**src/rtl/ov7670_config_seq.sv**
```systemverilog
// OV7670 register configuration sequencer: walks a synchronous ROM of
// {reg, value} words, issues SCCB write requests, and honours delay/end markers.
module ov7670_config_seq #(
    parameter int unsigned DELAY_CYCLES = 250000
) (
    input  logic        clk,
    input  logic        rst_n,
    input  logic        start,
    output logic [7:0]  rom_addr,
    input  logic [15:0] rom_data,
    output logic        sccb_valid,
    input  logic        sccb_ready,
    output logic [7:0]  sccb_reg,
    output logic [7:0]  sccb_val,
    output logic        busy,
    output logic        done,
    output logic [2:0]  dbg_state
);

    // Handshake: sccb_valid is a pure function of state (high only in SEND);
    // reg/val hold steady while valid is high, and the request is consumed on
    // the cycle where sccb_valid && sccb_ready.

    typedef enum logic [2:0] {
        IDLE   = 3'd0,
        FETCH  = 3'd1,
        DECODE = 3'd2,
        SEND   = 3'd3,
        DELAY  = 3'd4,
        DONE   = 3'd5
    } state_t;

    localparam int unsigned DLY_EFF  = (DELAY_CYCLES == 0) ? 1 : DELAY_CYCLES;
    localparam logic [19:0] DLY_LOAD = 20'(DLY_EFF - 1);

    state_t      state_q, state_d;
    logic [7:0]  rom_addr_q, rom_addr_d;
    logic [7:0]  sccb_reg_q, sccb_reg_d;
    logic [7:0]  sccb_val_q, sccb_val_d;
    logic [19:0] dly_q, dly_d;

    always_ff @(posedge clk or negedge rst_n) begin
        if (!rst_n) begin
            state_q    <= IDLE;
            rom_addr_q <= 8'd0;
            sccb_reg_q <= 8'd0;
            sccb_val_q <= 8'd0;
            dly_q      <= 20'd0;
        end else begin
            state_q    <= state_d;
            rom_addr_q <= rom_addr_d;
            sccb_reg_q <= sccb_reg_d;
            sccb_val_q <= sccb_val_d;
            dly_q      <= dly_d;
        end
    end

    always_comb begin
        state_d    = state_q;
        rom_addr_d = rom_addr_q;
        sccb_reg_d = sccb_reg_q;
        sccb_val_d = sccb_val_q;
        dly_d      = dly_q;
        case (state_q)
            IDLE, DONE: begin
                if (start) begin
                    rom_addr_d = 8'd0;
                    state_d    = FETCH;
                end
            end
            FETCH: state_d = DECODE;
            DECODE: begin
                if (rom_data == 16'hFFFF) begin
                    state_d = DONE;
                end else if (rom_data == 16'hFFF0) begin
                    dly_d   = DLY_LOAD;
                    state_d = DELAY;
                end else begin
                    sccb_reg_d = rom_data[15:8];
                    sccb_val_d = rom_data[7:0];
                    state_d    = SEND;
                end
            end
            SEND: begin
                if (sccb_ready) begin
                    // The last ROM slot terminates the run rather than wrapping to 0.
                    if (rom_addr_q == 8'hFF) begin
                        state_d = DONE;
                    end else begin
                        rom_addr_d = rom_addr_q + 8'd1;
                        state_d    = FETCH;
                    end
                end
            end
            DELAY: begin
                if (dly_q == 20'd0) begin
                    if (rom_addr_q == 8'hFF) begin
                        state_d = DONE;
                    end else begin
                        rom_addr_d = rom_addr_q + 8'd1;
                        state_d    = FETCH;
                    end
                end else begin
                    dly_d = dly_q - 20'd1;
                end
            end
            default: state_d = IDLE;
        endcase
    end

    assign rom_addr   = rom_addr_q;
    assign sccb_valid = (state_q == SEND);
    assign sccb_reg   = sccb_reg_q;
    assign sccb_val   = sccb_val_q;
    assign busy       = (state_q != IDLE) && (state_q != DONE);
    assign done       = (state_q == DONE);
    assign dbg_state  = state_q;

endmodule

```
**config.mk**
```make
export PLATFORM = sky130hd
export DESIGN_NAME = ov7670_config_seq
export DESIGN_NICKNAME = d
export VERILOG_FILES = /design/src/rtl/ov7670_config_seq.sv
export SDC_FILE = /design/constraint.sdc
export NUM_CORES = 1
export LEC_CHECK = 0
export CORE_UTILIZATION = 48
export DETAILED_ROUTE_END_ITERATION = 10
export PLACE_DENSITY = 0.75
export SYNTH_ARGS = -nofsm -noshare
export SYNTH_HDL_FRONTEND = slang
export SYNTH_SLANG_ARGS = --single-unit
```
**constraint.sdc**
```tcl
create_clock -name clk -period 2.8 [get_ports clk]
set_clock_uncertainty 0.1 [all_clocks]
set_input_delay 0.84 -clock clk [delete_from_list [all_inputs] [get_ports clk]]
set_output_delay 0.84 -clock clk [all_outputs]
set_load 0.005 [all_outputs]
```
After elaboration in Yosys (flattened, before gate mapping)
Cells that the tools add are included.
Cells by class
  $add $sub $neg: 2
  multiply operators: 0
  $lt $le $gt $ge: 0
  divide/modulo/power cells: 0
  shift operators: 0
  eq/ne operators: 15
  reductions and logical operators: 11
  mux-type cells: 16
  bitwise gates (word level): 2
Operators with widths (count)
  20-bit two-way mux: 3
  20-bit case mux with 2 select lines: 1
  16-bit equality test (second input constant): 2
  8-bit two-way mux: 4
  8-bit case mux with 3 select lines: 1
  20-bit zero test: 1
  20-bit by 1-bit subtractor with 20-bit output (second input constant): 1
  3-bit two-way mux: 6
  3-bit case mux with 5 select lines: 1
  2-bit inequality test (second input constant): 5
  8-bit by 1-bit adder with 8-bit output (second input constant): 1
  8-bit equality test (second input constant): 1
  4-bit AND reduction: 2
  3-bit by 2-bit equality test with 1-bit output (second input constant): 2
  3-bit equality test (second input constant): 2
  3-bit AND reduction: 2
  3-bit nonzero test: 2
  3-bit by 1-bit equality test with 1-bit output (second input constant): 1
  3-bit zero test: 1
  3-bit inequality test (second input constant): 1
  2-bit by 1-bit inequality test with 1-bit output (second input constant): 1
  1-bit NOT: 2
  2-bit nonzero test: 1
  2-bit OR reduction: 1
  1-bit logical AND: 1
Storage, ports and cells
  input bits: 20
  bits in read-only memories: 0
  bits in latches: 0
  memories: 0
  RAM bits: 0
  output and inout port bits: 30
  bits in registers: 47
  word-level logic and storage cells: 51

Logic depth before layout (Yosys ltp)
  word-level depth: 4
  gate-level depth with buffers: 7

Least setup slack after synthesis
Ideal clock, no wire load.
  path type: input port to flip-flop
  start point: in rom_data[1]
  end point: reg sccb_reg_q[0] (netlist: sccb_reg[0])
  stages: 5
  path buffers: 1
  arrival: 2.288 ns
  path slack: 0.287 ns
  library setup time: 0.125 ns
  cell sequence: or4_4 a2111oi_4 nor3_2 buf_6 mux2_2
Between the ends
  cells in the longest elaborated chain, start to end: 3
  elaborated cells on any way between the ends: 5
  classes of those cells: 2 x eq/ne; 2 x bitwise; 1 x reduce/logical
Ends and longest elaborated chain
  start: declaration: RTL line 10  | input logic [15:0] rom_data,
  16-bit equality test, on equally long branches: RTL line 75, 73
  1-bit NOT (no line)
  3-bit AND reduction (no line) *
  end signal: assignment: RTL line 52  | sccb_reg_q <= sccb_reg_d;
  end: declaration: RTL line 38  | logic [7:0] sccb_reg_q, sccb_reg_d;
Mark *: on every way between the ends. The rest lies on a longest branch, timed or not.
A chain may end at the register's enable or synchronous reset.

Worst setup path after layout
  start point: reg state_q[0] (netlist: dbg_state[0])
  end point: out busy
Between the ends
  cells in the longest elaborated chain, start to end: 2
  elaborated cells on any way between the ends: 3
  classes of those cells: 1 x eq/ne; 2 x reduce/logical
Ends and longest elaborated chain
  start: declaration: RTL line 36  | state_t state_q, state_d;
  start signal: assignment: RTL line 50  | state_q <= state_d;
  3-bit inequality test / 3-bit nonzero test (equally long branches): RTL line 115  | assign busy = (state_q != IDLE) && (state_q != DONE);
  1-bit logical AND *: RTL line 115
  end: declaration: RTL line 15  | output logic busy,
Marked as above.

==> results.sh <==
export IMPL_row_count=25
export IMPL_worstMarginPinSlew_ps=548
export IMPL_drt_initial_drc_count=92
export IMPL_wl_met3_um=237
export IMPL_vdd_ir_drop_max_v=0.000626
export IMPL_place_area_um2=3150
export IMPL_gp_congestion=0.849
export IMPL_start_kind="register"
export IMPL_cp_arrival_ps=1730
export IMPL_cts_buffers=5
export IMPL_rsz0062_at_grt="false"
export IMPL_wl_per_cell_um=14.7
export IMPL_first_global_vias=1916
export IMPL_remaining_drc_errors=0
export IMPL_critPathCaptureType="output pin"
export IMPL_min_period_over_period=0.953
export IMPL_cp_startpoint="dbg_state[0]"
export IMPL_htreeDepth=2
export IMPL_ctsHoldBuffers=0
export IMPL_max_cap_violations=0
export IMPL_met2RoutedLength_mm=2.48
export IMPL_postLayoutCellArea_um2=3240
export IMPL_power_density_nw_per_um2=760
export IMPL_ys_types=55
export IMPL_synth_fp_nets=257
export IMPL_synth_seq_area_share=0.469
export IMPL_synthArstFlopShare=1.00
export IMPL_design_core_area_um2=4880
export IMPL_synth_warnings=0
export IMPL_wirelength_mm=5.34
export IMPL_antenna_found_initial=0
export IMPL_avgViaCountPerCell=5.54
export IMPL_synth_edf_count=0
export IMPL_p_leak_nw=1.18
export IMPL_dieArea_um2=5520
export IMPL_fp_dieH_um=74.3
export IMPL_setup_tns_final_ps=0
export IMPL_status="finished clean"
export IMPL_grt_max_degree=26
export IMPL_start_util=0.514
export IMPL_path_cells="xnor2_1, nand2b_1, clkdlybuf4s50_1"
export IMPL_final_net_count=319
export IMPL_met1_length_mm=2.60
export IMPL_regMostFlops="dly_q"
export IMPL_clock_path_buffers=2
export IMPL_synth_top_area_cell="dfrtp_1"
export IMPL_max_slew_margin_rel=0.634
export IMPL_period_needed_ps=2670
export IMPL_synthTopCellsByCount="47 x dfrtp_1, 20 x nor2_1, 19 x nand2_1"
export IMPL_grtUsageTotal=0.208
export IMPL_num_vias=2011
export IMPL_path_max_fanout=14
export IMPL_routed_top_layer="met4"
export IMPL_synth_seq_cells=47
export IMPL_tritoncts="done"
export IMPL_final_cells=363
export IMPL_path_clk_slew_ps=90
export IMPL_r2r_start="dly_q[0]"
export IMPL_synth_most_common_cell="dfrtp_1"
export IMPL_slowest_stage="clkdlybuf4s50_1"
export IMPL_required_ps=1860
export IMPL_syn_avg_cell_area_um2=10.7
export IMPL_num_antenna_cells=0
export IMPL_worstHoldStart="dly_q[0]"
export IMPL_place_inst=356
export IMPL_largest_register_ffs=20
export IMPL_die_w_um=74.3
export IMPL_cts_root_buffer="clkbuf_8"
export IMPL_finalHoldViolCount=0
export IMPL_synth_area_um2=2510
export IMPL_firstDrtPassIters=4
export IMPL_path_class="register to output pin"
export IMPL_port_buffers=49
export IMPL_min_path_type="register to register"
export IMPL_cts_sinks=47
export IMPL_grt_ovfl_total=0
export IMPL_syn_inst=234
export IMPL_dp_slack_ps=-182
export IMPL_synth_top_area_frac=0.469
export IMPL_fmax_ghz=0.375
export IMPL_yosys_top_cells_area="dfrtp_1 47%, mux2_2 7.2%, nand4_1 3.5%"
export IMPL_fill_cells=414
export IMPL_ff_latch_area_um2=1180
export IMPL_max_stage_delay_ps=560
export IMPL_setup_violations=0
export IMPL_multi_input_area_um2=1270
export IMPL_setup_ws_ps=132
export IMPL_grt_pass1_wl_mm=8.69
export IMPL_synth_flop_cell="dfrtp_1"
export IMPL_insertion_delay_ps=300
export IMPL_timing_hold_ws_ps=388
export IMPL_fin_util=0.664
export IMPL_boundaryPins=50
export IMPL_final_layout_size_suffix_gt1_frac=0.179
export IMPL_drv_slew=0
export IMPL_ant_nets=0
export IMPL_synthToLayoutAreaGrowth_pct=29.1
export IMPL_dp_hpwl_mm=3.99
export IMPL_p_total_mw=2.46
-- cell type report --
type / count / share of cell area
Clock buffer: 6 / 0.0255
Clock inverter: 1 / 0.00155
Inverter: 4 / 0.00464
Multi-Input combinational cell: 175 / 0.392
Sequential cell: 47 / 0.364
Tap cell: 67 / 0.0259
Timing Repair Buffer: 63 / 0.186
-- path summary, 6_finish.rpt --
check                                     to  slack [ps]  depth (start not counted)
worst max-delay path                    busy         130                          3
min in group asynchronous          dly_q[10]         420                          1
max in group asynchronous       dbg_state[2]        1650                          2
worst min-delay path                dly_q[0]         390                          1
worst max register to register   rom_addr[5]         470                          7
worst min register to register      dly_q[0]         390                          1
-- cells by family after synthesis --
logic type	share of synthesized area
muxes	0.0798
DFF	0.469
and+or+nand+nor	0.243
adders and majority gates	0.0150
AOI/OAI and AO/OA	0.130
buffers and inverters	0.0254
xor gates and xnor gates	0.0384
-- routing by layer --
layer,GRT usage,vias to the layer above
met5,0,-
met1,0.274,958
li1,-,1014
met2,0.329,37
met3,0.0623,2
met4,0.0692,0
-- critical path: cells and delay by family, from the launching register on --
| family | cells | cell delay (ps) |
|---|---|---|
| buffers and inverters | 1 | 560 |
| flip-flops | 1 | 510 |
| AND/OR/NAND/NOR | 1 | 220 |
| XOR/XNOR | 1 | 160 |
-- cell usage in the layout (no fill, tap or decap), drive strengths merged, types with 4 or more instances in the layout --
master	netlist	layout
o31ai	6	6
nand4	14	14
nor4	7	7
or4	4	4
nand2	19	19
dfrtp	47	47
a21oi	6	6
nor3	10	10
xor2	10	10
o211ai	4	4
clkbuf	3	6
nand2b	6	6
nand3	7	7
mux2	16	16
nor2	20	20
clkdlybuf4s50	0	48
inv	4	4
buf	5	15
-- where the power goes --
| part | switching [mW] | internal, mW |
|---|---|---|
| sequential | 0.185 | 0.864 |
| combinational | 0.360 | 0.633 |
| clock | 0.226 | 0.194 |
| total | 0.771 | 1.69 |
-- what timing repair did --
action	in CTS	in global routing
resized for setup	0	4
buffers inserted	0	0
endpoints found under the setup margin	0	5
Power figures use the tool's default switching activity.
==> edit: new RTL, config.mk and constraints unchanged <==
Make the reset (`rst_n`) synchronous in one clocked block.
--- a/src/rtl/ov7670_config_seq.sv
+++ b/src/rtl/ov7670_config_seq.sv
@@ -41,3 +41,3 @@
 
-    always_ff @(posedge clk or negedge rst_n) begin
+    always_ff @(posedge clk) begin
         if (!rst_n) begin
Behaviour: differs if rst_n is asserted again (counterexample within 4 cycles, from zero or initial values and one cycle with rst_n low); with rst_n held inactive, the same outputs for 10 cycles.
==> edit against the original RTL <==
  * Area after synthesis fell by 6.1%
  * Wire length rose by 3.6%
  * Core utilization rose by 0.66 points
  * Worst setup slack got worse by 32 ps
  * First-iteration DRC count rose by 64%
  * Cell area fell by 2.2%
  * Sequential cell count did not move
  * Highest routed layer unchanged
Power is not compared: it rests on default switching activity, and its combinational part moved more than twofold at a synthesized area within 25%.
==> edit: results (changes against the original RTL) <==
* Outcome: completed
* Gr usage total at 22.56% (+1.8 points)
* DR WL/cell at 14.01 um (-4.8%)
* Sequential area share after synthesis at 39.98% (-6.9 points)
* Hold_ws at 404.7 ps (+16.43 ps)
* Layout cells sized above 1 at 9.756% (-8.1 points)
* Fill count at 400 (-3.4%)
* Synth cell count leaders: dfxtp_1 (47), nor2_1 (32), mux2i_1 (17)
* DP Worst Slack at -195.0 ps (-12.65 ps)
* Initial DRC Count at 151 (+64%)
* Max FFs per register at 20 (unchanged)
* Final wirelength at 5.532 mm (+3.6%)
* Critical Path Source: dbg_state[0]
* Vias in the first global route at 2064 (+7.7%)
* Mean post-synth cell area at 8.815 um^2 (-18%)
* Slowest cell on the critical path: dfxtp_1
* Final critical-path share of the clock period at 96.42% (+1.1 points)
* R2r setup slk at 310 ps (-160 ps)
* Final GP Congestion at 0.8194 (-3.5%)
* Crit path max fanout at 12 (-2)
* Vias per inst at 5.643 (+1.9%)
* R2r startpoint: dly_q[0]
* Top-count cell post-synth: dfxtp_1
* Largest net degree at the start of global routing at 16 (-38%)
* Dpl cells at 387 (+8.7%)
* Worst flop-to-flop path endpoint: dly_q[16]
* First-pass GRT wire length at 9.280 mm (+6.7%)
* CP arrival at 1760 ps (+30 ps)
* Cells on worst reg2reg path at 8 (+1)
* Nets@finish at 350 (+9.7%)
* HPWL after DPL at 4.007 mm (+0.32%)
* Syn nets at 290 (+13%)
* Synth top area cells: dfxtp_1 (40%), mux2i_1 (7.2%), xnor2_1 (5.2%), nor2_1 (5.1%), or4_1 (4.1%)
* Worst Max-Slew Pin Slew at 602.3 ps (+53.93 ps)
-- edit: changes by cell type in the layout (fill, tap and decap cells not counted), sizes merged, moves of 12 or more --
cell and change:
xnor2 +13, nor2 +12, dfxtp +47, mux2 -16, mux2i +15, dfrtp -47
-- edit: what timing repair did --
action                     4_1_cts  5_1_grt
setup endpoints to repair        0        1
hold endpoints to repair         0        0
gates resized for setup          0        1
buffers inserted                 0        0
hold buffers                     0        0
-- edit: per-stage QoR --
stage	total power, mW	cell area [um^2]	utilization [%]	TNS (ps)
2_1_floorplan	2.843	2354	-	0
3_3_place_gp	3.482	3020	63.95	-1513
3_5_place_dp	3.539	3020	63.95	-2889
4_1_cts	4.147	3153	66.76	0
5_1_grt	4.435	3166	67.02	0
6_report	4.165	3166	67.02	0
-- edit: area by class of cell --
class / count / area (um^2) / share of cell area, %
sequential: 47 / 940.9 / 29.72
inverter: 7 / 26.28 / 0.8300
tap: 67 / 83.83 / 2.648
multi-input combinational: 199 / 1344 / 42.45
timing repair buffer: 67 / 638.1 / 20.16
clock inverter: 2 / 60.06 / 1.897
clock buffer: 6 / 72.57 / 2.292
-- edit: logic make-up after synthesis --
| kind of cell | after synthesis | synth area share (%) |
|---|---|---|
| simple gates | 112 | 26.16 |
| compound gates | 52 | 15.90 |
| flops | 47 | 39.98 |
| buf+inv | 21 | 3.562 |
| mux | 17 | 7.230 |
| xor+xnor | 15 | 5.582 |
| fa+ha+maj | 3 | 1.595 |
-- edit: routing by layer --
| layer | global-route usage (%) | wire (um) | vias to the layer above |
|---|---|---|---|
| met5 | 0 | 0 | - |
| met4 | 10.24 | 131 | 0 |
| met3 | 5.833 | 315 | 13 |
| met2 | 36.48 | 2563 | 73 |
| met1 | 28.34 | 2521 | 1024 |
| li1 | - | - | 1119 |
-- edit: worst min-delay path by stage --
stage	from	to	depth (start not counted)
floorplan	dly_q[18]	dly_q[18]	2
global placement	sccb_reg[5]	sccb_reg[5]	2
detailed placement	sccb_reg[7]	sccb_reg[7]	2
CTS	rom_addr[6]	rom_addr[6]	2
global route	sccb_reg[1]	sccb_reg[1]	2
finish	rom_addr[6]	rom_addr[6]	2
-- edit: critical path, delay by kind of cell, from the launching register on --
family,cells,cell delay [ps]
flops,1,550
buf+inv,1,460
simple gates,1,310
xor+xnor,1,130
-- edit: where the power goes --
group / internal (mW) / switching, mW
combinational: 1.06 / 1.42
clock: 0.357 / 0.243
sequential: 0.863 / 0.217
total: 2.28 / 1.88
